--- src/rtl/tribus_arbiter.sv ---
// Round-robin owner of N tristate output-enables on one shared bus.
// Bounds bus hold time under contention and forces an all-off turnaround between owners.
module tribus_arbiter #(
    parameter int N        = 4,
    parameter int MAX_HOLD = 8,
    parameter int TA       = 1
) (
    input  logic                 clk,
    input  logic                 rst_n,
    input  logic [N-1:0]         req,
    output logic [N-1:0]         gnt,
    output logic [$clog2(N)-1:0] owner,
    output logic                 busy,
    output logic                 preempt
);

    localparam int         IW        = $clog2(N);
    localparam logic [7:0] HOLD_LAST = 8'(MAX_HOLD - 1);
    localparam logic [3:0] TA_LAST   = 4'(TA - 1);

    typedef enum logic [1:0] {
        IDLE,
        OWN,
        TURN
    } state_t;

    state_t        state;
    state_t        state_nx;
    logic [IW-1:0] last;
    logic [IW-1:0] last_nx;
    logic [IW-1:0] owner_nx;
    logic [IW-1:0] pick_idx;
    logic          pick_valid;
    logic [7:0]    hold_cnt;
    logic [7:0]    hold_nx;
    logic [3:0]    ta_cnt;
    logic [3:0]    ta_nx;
    logic [N-1:0]  gnt_nx;
    logic          busy_nx;
    logic          preempt_nx;
    logic          others_pending;

    function automatic logic [IW-1:0] rr_index(input logic [IW-1:0] base, input int off);
        int sum;
        sum = int'(base) + off;
        return IW'(sum % N);
    endfunction

    // Scanning from the farthest offset down lets the nearest requester after 'last' win.
    always_comb begin
        pick_valid = 1'b0;
        pick_idx   = '0;
        for (int k = N; k >= 1; k--) begin
            if (req[rr_index(last, k)]) begin
                pick_valid = 1'b1;
                pick_idx   = rr_index(last, k);
            end
        end
    end

    assign others_pending = |(req & ~gnt);

    always_comb begin
        state_nx   = state;
        last_nx    = last;
        owner_nx   = owner;
        hold_nx    = hold_cnt;
        ta_nx      = ta_cnt;
        gnt_nx     = gnt;
        busy_nx    = busy;
        preempt_nx = 1'b0;
        case (state)
            IDLE: begin
                if (pick_valid) begin
                    state_nx         = OWN;
                    gnt_nx           = '0;
                    gnt_nx[pick_idx] = 1'b1;
                    owner_nx         = pick_idx;
                    busy_nx          = 1'b1;
                    last_nx          = pick_idx;
                    hold_nx          = '0;
                end
            end
            OWN: begin
                // A release with the owner still requesting can only be the forced one.
                if (!req[owner] || (hold_cnt == HOLD_LAST && others_pending)) begin
                    state_nx   = TURN;
                    gnt_nx     = '0;
                    busy_nx    = 1'b0;
                    owner_nx   = '0;
                    ta_nx      = '0;
                    preempt_nx = req[owner];
                end else if (hold_cnt != HOLD_LAST) begin
                    hold_nx = hold_cnt + 8'd1;
                end
            end
            TURN: begin
                if (ta_cnt == TA_LAST) begin
                    state_nx = IDLE;
                end else begin
                    ta_nx = ta_cnt + 4'd1;
                end
            end
            default: begin
                state_nx = IDLE;
            end
        endcase
    end

    always_ff @(posedge clk or negedge rst_n) begin
        if (!rst_n) begin
            state    <= IDLE;
            last     <= IW'(N - 1);
            owner    <= '0;
            hold_cnt <= '0;
            ta_cnt   <= '0;
            gnt      <= '0;
            busy     <= 1'b0;
            preempt  <= 1'b0;
        end else begin
            state    <= state_nx;
            last     <= last_nx;
            owner    <= owner_nx;
            hold_cnt <= hold_nx;
            ta_cnt   <= ta_nx;
            gnt      <= gnt_nx;
            busy     <= busy_nx;
            preempt  <= preempt_nx;
        end
    end

endmodule

--- config.mk ---
export PLATFORM = sky130hd
export DESIGN_NAME = tribus_arbiter
export DESIGN_NICKNAME = d
export VERILOG_FILES = /design/src/rtl/tribus_arbiter.sv
export SDC_FILE = /design/constraint.sdc
export NUM_CORES = 1
export LEC_CHECK = 0
export ABC_AREA = 0
export CAP_MARGIN = 10
export CORE_MARGIN = 10
export CORE_UTILIZATION = 52
export DETAILED_ROUTE_END_ITERATION = 8
export PLACE_DENSITY = 0.72
export SKIP_CTS_REPAIR_TIMING = 1
export SYNTH_ARGS = -nofsm -noshare
export SYNTH_HDL_FRONTEND = slang
export SYNTH_SLANG_ARGS = --single-unit
--- constraint.sdc ---
create_clock -name clk -period 2 [get_ports clk]
set_input_delay 0.3 -clock clk [delete_from_list [all_inputs] [get_ports clk]]
set_output_delay 0.3 -clock clk [all_outputs]
set_load 0.01 [all_outputs]
# Word-level counts from Yosys, hierarchy flattened
# Cells that the tools add are included.
# totals
regBits,24
in_bits,6
out_inout_bits,8
elab_cells,88
# op_classes
n_addsub,6
magnitude_cmp,7
eq_ne,10
muxes,41
bitwise,2
reduce_logical,14
# op_table
operator,n
$mux 8,3
$lt 2x3->1 const B,6
$mux 2,9
$pmux 4 s2,2
$pmux 8 s2,1
$mux 1,14
$mux 4,3
$ne 2x2->1 const B,6
$bmux 1 s2,5
$reduce_and 3->1,3
$add 8x1->8 const B,1
$eq 8x3->1 const B,1
$ne 8x3->1 const B,1
$pmux 2 s3,1
$add 2x1->2 const B,2
$add 2x2->2 const B,2
$add 4x1->4 const B,1
$and 4x4->4,1
$logic_not 4->1,1
$not 4->4,1
$pmux 2 s2,1
$reduce_and 4->1,1
$reduce_bool 2->1,2
$reduce_or 4->1,1
10 further kinds,11

# Longest topological paths before layout
# Gate-level depths: netlist (run 1).
# logic_depth
ltp_word,13
ltp_mapped,7
mapped_depth_nobuf,6

# Least setup slack after synthesis (run 1)
# No wires, ideal clock.
# synth_path
path_kind,reg-to-reg
start,register owner[0]
end,register ta_cnt[0]
setup_time_ns,0.125
arrival_ns,1.617
required_time_ns,1.875
slack_ns,0.258
stages_incl_launch_ff,6
n_path_buf,1
synth_period_minus_slack_ns,1.742
path_cell_list,dfrtp_1 -> mux4_2 -> a21bo_2 -> buf_6 -> a21oi_1 -> mux2_2
# synth_via
elab_chain_cells,6
# synth_rtl
item,line,rtl
start: declaration,12,"output logic [$clog2(N)-1:0] owner,"
start signal: assignment,123,owner <= owner_nx;
$bmux 1 s2,86,if (!req[owner] || (hold_cnt == HOLD_LAST && others_pending)) begin
$mux 1 (not written as such),86,
$logic_not 1->1,86,
$logic_or 1x1->1,86,
$ne 2x2->1 (no source line),n/a,
$reduce_and 3->1 (no source line),n/a,
end signal: assignment,125,ta_cnt <= ta_nx;
end: declaration,36,logic [3:0] ta_cnt;
# No other way between the ends. The select of a mux whose other input is x is not followed.
# A chain may end at the register's enable or synchronous reset.

# Worst setup path after layout (run 1)
# layout_path
start,register hold_cnt[0]
end,register hold_cnt[3]
# layout_via
elab_chain_cells,5
elab_cells_between_ends,11
cone_classes,1 x add/sub; 4 x eq/ne; 3 x mux; 3 x reduce/logical
# layout_rtl
item,line,rtl
start: declaration,34,logic [7:0] hold_cnt;
start signal: assignment,124,hold_cnt <= hold_nx;
"parallel branches: the longest is 5 deep, another holds $add 8x1->8",n/a,
# Several ways; the timed one is not identified. The select of a mux whose other input is x is not followed.

==> flow_metrics.py, run 1 <==
metrics = {
    "critical_path": {
        "critical_path.cell_chain": "ha_1 > nand4bb_1 > nor4_2 > a21bo_2 > buf_4 > a21oi_1 > mux2i_1",
        "r2r_end": "hold_cnt[3]",
        "start_kind": "flop",
        "r2r_cells": 7,
        "r2r-start": "hold_cnt[0]",
        "crit_arrival_ps": 2180,
        "critPathMaxFanout": 6,
        "critical_path.top_delay_family": "simple AND/OR/NAND/NOR gates",
        "path_depth": 7,
        "critPathMaxStageDelay_ps": 410,
        "worst-setup-path-type": "flop to flop",
        "required_ps": 2230,
        "r2r_slack_ps": 40,
        "cp-startpoint": "hold_cnt[0]",
        "slowest_stage": "dfrtp_1",
        "critPathCaptureType": "flop",
        "critical_path_buf_inv_count": 1,
        "crit_end": "hold_cnt[3]",
    },
    "logic_synthesis": {
        "synth_fa_ha_area_share_pct": 2.78,
        "synth_xor_xnor_area_share_pct": 1.30,
        "synth_mux_area_share_pct": 8.53,
        "synth_cell_type_count": 41,
        "synth_area_um2": 1350,
        "synth_top_family_by_area": "simple AND/OR/NAND/NOR gates",
        "yosysWarnings": 0,
        "syn_area_per_cell_um2": 10.0,
        "synth_edf_count": 0,
        "synthCells": 135,
        "async_flop_share_pct": 100,
        "synth_top_flop_cell": "dfrtp_1",
        "synth_compound_area_share_pct": 17.1,
        "yosysSeqAreaShare_pct": 44.7,
        "synth-simple-area-share_pct": 20.2,
        "synth_nets": 144,
        "ys_ff_latch": 24,
    },
    "place": {
        "hpwl_um": 2250,
        "place_congestion": 0.879,
        "dp.cells": 186,
        "preCtsSetupSlack_ps": -218,
        "placed_cell_area_um2": 1590,
        "io_buffer_count": 13,
    },
    "final_layout": {
        "fin_area_um2": 1710,
        "drive_above_1_share_pct": 23.3,
        "final_cell_count_no_fill": 193,
        "diodes": 0,
        "post-route-util_pct": 68.8,
        "syn_to_final_growth_pct": 26.3,
        "final_nets": 173,
    },
    "sta": {
        "setup_slack_ps": 43.9,
        "period_needed_ps": 1960,
        "period_share_pct": 97.8,
        "fmaxAchievable_mhz": 511,
        "setup_violations": 0,
        "finalHoldViolations": 0,
        "drv_slew": 0,
        "tightest_slew_ps": 560,
        "rsz0062_at_grt": "true",
        "skew_ps": 10.2,
        "holdWs_ps": 321,
        "tns_ps": 0,
        "slew_headroom_pct": 62.4,
    },
    "routing": {
        "vias": 1103,
        "antenna_left": 0,
        "wl_per_cell_um": 15.8,
        "drt_pre_antenna_iters": 6,
        "viasPerCell": 5.72,
        "drc": 0,
        "routed_wl_um": 3050,
        "first_iter_violations": 77,
    },
    "die": {
        "io_pins": 14,
        "rows": 18,
        "core_um2": 2480,
        "start_util_pct": 54.5,
        "die_x_um": 71.0,
        "dieArea_um2": 5030,
        "die_h_um": 71.0,
    },
    "global_routing": {
        "track_usage_pct": 11.8,
        "grt-ovfl-total": 0,
        "grt_pass1_wl_um": 5200,
        "grt_max_degree": 25,
        "grt_antenna_before_repair": 0,
        "grt_pass1_vias": 1106,
    },
    "clocking": {
        "htreeDepth": 1,
        "clkLatencyLatePin_ps": 310,
        "clkTransAtPathRegs_ps": 140,
        "clock_path_buffers": 2,
        "clock_sinks": 24,
        "numCtsBuffers": 3,
        "cts_tree": "built",
        "root_buffer": "clkbuf_4",
    },
    "power": {
        "sw_frac_of_total_pct": 37.5,
        "p_per_area_nw_per_um2": 1280,
        "p_seq_share_pct": 34.3,
        "power.switching_mw": 0.820,
        "power_mw": 2.19,
        "power_leakage_nw": 0.768,
        "peakVddDrop_uv": 1120,
        "combPwrFrac_pct": 49.7,
        "power.internal_mw": 1.37,
        "power_frac_clock_pct": 16.0,
    },
    "job": {
        "cap_violations": 0,
    },
    "status": {
        "status": "completed",
    },
    "worst_hold_path": {
        "hold_path.class": "primary input to asynchronous set/reset pin",
    },
}
## cell type report
class | count | area (um^2)
clock buffers | 3 | 22.5
clock inverters | 1 | 30.0
fillers | 194 | 772
inverters | 11 | 41.3
multi-input cells | 94 | 713
flip-flops and latches | 24 | 603
well taps | 30 | 37.5
repair buffers | 30 | 258
## power groups by stage
| stage | sequential, mW | clock (mW) | combinational (mW) |
|---|---|---|---|
| 3_5_place_dp | 0.761 | 0 | 1.01 |
| 6_report | 0.751 | 0.351 | 1.09 |
| 5_1_grt | 0.771 | 0.380 | 1.20 |
| 3_3_place_gp | 0.753 | 0 | 0.966 |
| 4_1_cts | 0.750 | 0.360 | 1.01 |
| 2_1_floorplan | 0.741 | 0 | 0.616 |
## routing by layer
metal	GRT usage, %	wire (um)
met1	15.4	1390
met2	20.3	1570
met3	2.23	81
met4	1.29	9
met5	0	0
## worst min-delay path by stage
stage	from	to	cells past startpoint
final	rst_n	preempt	2
after global placement	busy	busy	1
after floorplan	rst_n	busy	0
after detailed placement	busy	busy	1
after global routing	rst_n	hold_cnt[7]	2
after CTS	rst_n	hold_cnt[0]	2
## Yosys cell counts, types with 2 or more instances
| library cell | n | area, um^2 |
|---|---|---|
| a211oi_1 | 4 | 30.0 |
| a21bo_2 | 2 | 20.0 |
| a21oi_1 | 9 | 45.0 |
| a31o_2 | 3 | 26.3 |
| a32o_1 | 5 | 50.1 |
| and3_1 | 2 | 12.5 |
| buf_2 | 2 | 10.0 |
| clkbuf_1 | 3 | 11.3 |
| dfrtp_1 | 22 | 551 |
| dfstp_2 | 2 | 52.6 |
| ha_1 | 3 | 37.5 |
| inv_1 | 11 | 41.3 |
| mux2i_1 | 7 | 70.1 |
| nand2_1 | 10 | 37.5 |
| nand2b_1 | 8 | 50.1 |
| nand3_1 | 5 | 25.0 |
| nor2_1 | 7 | 26.3 |
| nor2b_1 | 3 | 18.8 |
| nor4_1 | 2 | 12.5 |
| o22ai_1 | 2 | 12.5 |
| or2b_1 | 2 | 15.0 |
| xor2_1 | 2 | 17.5 |
## state kept, by name (all words and copies together), names as in the netlist
register	count
preempt	1
last	2
state	2
owner	2
gnt	4
hold_cnt	8
busy	1
ta_cnt	4
## cells in the final DEF, fill, tap and decap left out, types with 5 or more instances in the layout
cell type	netlist	layout
inv_1	11	11
mux2i_1	7	7
nand2_1	10	10
nor2_1	7	7
nand3_1	5	5
a21oi_1	9	9
buf_4	0	17
nand2b_1	8	8
a32o_1	5	5
dfrtp_1	22	22
clkdlybuf4s50_1	0	13
## worst register-to-register path, cell delays in order (launching register included)
cell       delay (ps)
dfrtp_1           410
ha_1              240
nand4bb_1         210
nor4_2            260
a21bo_2           280
buf_4             190
a21oi_1            90
mux2i_1           190
## cells by family (layout without fill, tap and decap cells)
logic type	count (synthesis)	count (layout)
and+or+nand+nor	48	48
muxes	10	10
xor gates and xnor gates	2	2
AOI/OAI and AO/OA	31	31
DFF	24	24
buffers and inverters	17	45
adders and majority gates	3	3
No activity file was read; power rests on OpenSTA's default activity.
==> run 2, diff against run 1 <==
Clock period 2 ns to 1.95 ns, I/O delays scaled along.
==> run 2 against run 1 <==
Against the previous run: sequential share of layout area fell by 0.078 points; routed wire length grew 1.7%; first-iteration DRC count fell by 5.2%; cell count shrank 0.52%; combinational power about the same; utilization is 0.15 points higher; sequential cell count stayed put; critical path type is now primary input to flop; highest routed layer unchanged.
==> flow_metrics.py, run 2 (synthesized netlist as in run 1, its figures left out) <==
metrics = {
    "routing": {
        "wl_met3_um": 117,
        "drt_pre_antenna_iters": 4,
        "wl_per_cell_um": 16.2,
        "met2_length_um": 1510,
        "antenna_left": 0,
        "routed_wl_um": 3100,
        "drc": 0,
        "vias": 1111,
        "viasPerCell": 5.79,
        "wl_met1_um": 1450,
        "highest_layer": "met4",
        "first_iter_violations": 73,
    },
    "clocking": {
        "clock_path_buffers": 2,
        "numCtsBuffers": 3,
        "clkLatencyLatePin_ps": 320,
        "root_buffer": "clkbuf_4",
        "cts_tree": "built",
        "clock_sinks": 24,
        "clkTransAtPathRegs_ps": 150,
        "htreeDepth": 1,
    },
    "die": {
        "die_h_um": 71.0,
        "die_x_um": 71.0,
        "start_util_pct": 54.5,
        "dieArea_um2": 5030,
        "io_pins": 14,
        "rows": 18,
        "core_um2": 2480,
    },
    "place": {
        "dp.cells": 187,
        "io_buffer_count": 13,
        "preCtsSetupSlack_ps": -300,
        "placed_cell_area_um2": 1600,
        "place_congestion": 0.894,
        "hpwl_um": 2260,
    },
    "final_layout": {
        "final_common_cell": "dfrtp_1",
        "drive_above_1_share_pct": 24.1,
        "largest_reg_flops": 8,
        "fin_area_um2": 1710,
        "final_cell_count_no_fill": 192,
        "diodes": 0,
        "multi_input_area_um2": 724,
        "fill_cells": 193,
        "final_nets": 172,
        "post-route-util_pct": 69.0,
        "regMostFlops": "hold_cnt",
        "mostFrequentLayoutCells": "dfrtp_1 (22), buf_4 (16), clkdlybuf4s50_1 (13), inv_1 (11), nand2_1 (10)",
        "reg_top3": "hold_cnt (8), gnt (4), ta_cnt (4)",
        "syn_to_final_growth_pct": 26.6,
        "regArea_um2": 603,
    },
    "global_routing": {
        "grt-ovfl-total": 0,
        "grt_pass1_vias": 1119,
        "grt_pass1_wl_um": 4950,
        "track_usage_pct": 11.4,
        "grt_antenna_before_repair": 0,
        "grt_max_degree": 25,
    },
    "critical_path": {
        "start_kind": "primary input",
        "r2r-start": "hold_cnt[0]",
        "critPathMaxFanout": 7,
        "crit_arrival_ps": 2130,
        "r2r_end": "hold_cnt[2]",
        "worst-setup-path-type": "primary input to flop",
        "required_ps": 2180,
        "critPathCaptureType": "flop",
        "r2r_slack_ps": 80,
        "r2r_cells": 7,
    },
    "power": {
        "power_leakage_nw": 0.762,
        "peakVddDrop_uv": 940,
        "p_per_area_nw_per_um2": 1300,
    },
    "sta": {
        "tns_ps": 0,
        "setup_slack_ps": 50.0,
        "drv_slew": 0,
        "fmaxAchievable_mhz": 526,
        "setup_violations": 0,
        "skew_ps": 13.4,
        "period_share_pct": 97.4,
        "slew_headroom_pct": 64.0,
        "tightest_slew_ps": 535,
        "finalHoldViolations": 0,
        "period_needed_ps": 1900,
    },
    "status": {
        "status": "completed",
    },
    "job": {
        "cap_violations": 0,
    },
    "worst_hold_path": {
        "hold_path.class": "primary input to asynchronous set/reset pin",
    },
}
==> run 2: cell count changes in the layout (fill, tap and decap cells not counted), sizes merged <==
cell  previous run  this run
buf             17        16
==> run 2: area by class of cell <==
| type | count | area share, % |
|---|---|---|
| Clock buffer | 3 | 1.32 |
| Clock inverter | 1 | 1.76 |
| Inverter | 11 | 2.42 |
| Multi-Input combinational cell | 94 | 42.4 |
| Sequential cell | 24 | 35.3 |
| Tap cell | 30 | 2.20 |
| Timing Repair Buffer | 29 | 14.6 |
==> run 2: per-layer routing <==
| metal | up-vias | global-route usage [%] |
|---|---|---|
| li1 | 538 | - |
| met1 | 539 | 13.9 |
| met2 | 30 | 19.9 |
| met3 | 4 | 2.23 |
| met4 | 0 | 2.80 |
| met5 | - | 0 |
==> run 2: metrics by stage <==
stage | hold slack, ps | power, mW
4_1_cts | 314 | 2.17
6_report | 307 | 2.22
3_3_place_gp | 470 | 1.76
2_1_floorplan | -3.09 | 1.39
5_1_grt | 318 | 2.36
3_5_place_dp | 478 | 1.80
==> run 2: worst max-delay path by stage <==
stage / start / end / slack, ps
finish: req[3] / hold_cnt[2] / 50
global route: req[0] / hold_cnt[2] / -20
CTS: hold_cnt[0] / hold_cnt[6] / -60
detailed placement: req[3] / hold_cnt[6] / -300
global placement: req[3] / hold_cnt[6] / -200
floorplan: owner[0] / ta_cnt[0] / 210
==> run 2: critical path, stage by stage <==
cell,delay (ps)
clkdlybuf4s50_1,580
mux4_2,280
a21bo_2,280
buf_4,190
a211oi_2,270
mux2i_1,230
==> run 2: report_power, final <==
| group | internal [mW] | switching, mW |
|---|---|---|
| sequential | 0.642 | 0.127 |
| combinational | 0.537 | 0.553 |
| clock | 0.208 | 0.154 |
==> run 3, diff against run 2 <==
Settings changed: CORE_ASPECT_RATIO from default to 0.6, HOLD_SLACK_MARGIN from default to 0.08.
==> run 3 against run 2 <==
Against the previous run: utilization is 1.0 points higher; clock-buffer cell count stayed put; total power is 4.0% higher; sequential share of layout area is 0.66 points lower; highest routed layer unchanged.
==> flow_metrics.py, run 3 (synthesized netlist as in run 1, its figures left out) <==
metrics = {
    "status": {
        "status": "completed",
    },
    "routing": {
        "antenna_left": 0,
        "routed_wl_um": 3150,
        "vias": 1100,
        "first_iter_violations": 135,
        "viasPerCell": 5.67,
        "drc": 0,
        "drt_pre_antenna_iters": 4,
        "wl_per_cell_um": 16.2,
    },
    "power": {
        "peakVddDrop_uv": 824,
        "p_per_area_nw_per_um2": 1330,
        "power_mw": 2.31,
        "power_leakage_nw": 0.786,
    },
    "global_routing": {
        "track_usage_pct": 12.4,
        "grt_pass1_vias": 1005,
        "grt_pass1_wl_um": 5020,
        "grt-ovfl-total": 0,
        "grt_antenna_before_repair": 0,
        "grt_max_degree": 25,
    },
    "die": {
        "die_x_um": 85.8,
        "io_pins": 14,
        "dieArea_um2": 5100,
        "core_um2": 2490,
        "start_util_pct": 54.3,
        "die_h_um": 59.5,
        "rows": 14,
    },
    "critical_path": {
        "path_depth": 5,
        "r2r_cells": 5,
        "crit_end": "hold_cnt[0]",
        "r2r_slack_ps": 60,
        "cp-startpoint": "hold_cnt[4]",
        "critPathMaxStageDelay_ps": 570,
        "worst-setup-path-type": "flop to flop",
        "required_ps": 2110,
        "critical_path_buf_inv_count": 0,
        "critPathMaxFanout": 6,
        "crit_arrival_ps": 2050,
        "critPathCaptureType": "flop",
        "r2r-start": "hold_cnt[4]",
        "critical_path.cell_chain": "or4b_1 > a2bb2oi_2 > nand2b_2 > a21oi_1 > mux2_1",
        "critical_path.top_delay_family": "simple AND/OR/NAND/NOR gates",
        "start_kind": "flop",
        "slowest_stage": "or4b_1",
        "r2r_end": "hold_cnt[0]",
    },
    "clocking": {
        "htreeDepth": 1,
        "root_buffer": "clkbuf_8",
        "clkLatencyLatePin_ps": 270,
        "clkTransAtPathRegs_ps": 90,
        "clock_sinks": 24,
        "numCtsBuffers": 3,
        "clock_path_buffers": 2,
        "cts_tree": "built",
    },
    "final_layout": {
        "regMostFlops": "hold_cnt",
        "final_common_cell": "dfrtp_1",
        "diodes": 0,
        "multi_input_area_um2": 721,
        "post-route-util_pct": 70.0,
        "largest_reg_flops": 8,
        "mostFrequentLayoutCells": "dfrtp_1 (22), buf_4 (15), clkdlybuf4s50_1 (12), inv_1 (11), nand2_1 (10)",
        "regArea_um2": 603,
        "final_cell_count_no_fill": 194,
        "reg_top3": "hold_cnt (8), gnt (4), ta_cnt (4)",
        "syn_to_final_growth_pct": 29.0,
        "final_nets": 172,
        "fill_cells": 182,
        "drive_above_1_share_pct": 21.6,
    },
    "place": {
        "io_buffer_count": 13,
        "hpwl_um": 2330,
        "place_congestion": 0.891,
        "dp.cells": 190,
        "preCtsSetupSlack_ps": -238,
    },
    "job": {
        "cap_violations": 0,
    },
    "sta": {
        "period_needed_ps": 1890,
        "tightest_slew_ps": 528,
        "drv_slew": 0,
        "tns_ps": 0,
        "skew_ps": 2.81,
        "setup_violations": 0,
        "fmaxAchievable_mhz": 528,
        "slew_headroom_pct": 64.5,
        "period_share_pct": 97.2,
        "finalHoldViolations": 0,
        "setup_slack_ps": 55.0,
    },
    "worst_hold_path": {
        "hold_path.class": "primary input to asynchronous set/reset pin",
    },
}
[run 3: changes by cell type in the layout (fill, tap and decap cells not counted), sizes merged]
| cell | before | now |
|---|---|---|
| clkdlybuf4s50 | 13 | 12 |
| dlymetal6s2s | 0 | 1 |
[run 3: how the worst min path moves through the flow]
stage,slack (ps),endpoint,startpoint,cells past startpoint
4_1_cts,370,gnt[3],rst_n,2
3_5_place_dp,480,busy,busy,1
3_3_place_gp,480,busy,busy,1
6_report,360,gnt[3],rst_n,2
2_1_floorplan,-3,busy,rst_n,0
5_1_grt,390,gnt[3],rst_n,2
[run 3: per-layer routing]
metal / GRT usage [%] / vias up / wire length, um
met5: 0 / - / 0
met4: 3.97 / 0 / 40
met3: 5.22 / 6 / 310
met2: 17.4 / 35 / 1390
met1: 16.7 / 522 / 1410
li1: - / 537 / -
[run 3: cell type report]
cell class              count  share of cell area [%]
clock buffers               3                    2.37
clock inverters             1                    1.72
inverters                  11                    2.37
multi-input cells          94                    41.4
flip-flops and latches     24                    34.6
well taps                  32                    2.30
repair buffers             29                    15.2
[run 3: through the flow]
step                      hold slack [ps]  cell area (um^2)
after global placement                479              1620
after detailed placement              480              1620
after CTS                             373              1690
after floorplan                     -3.09              1350
final                                 364              1740
after global routing                  388              1740
[run 3: power by group]
part | switching (mW) | internal, mW
combinational | 0.536 | 0.549
sequential | 0.140 | 0.643
clock | 0.165 | 0.275
total | 0.842 | 1.47
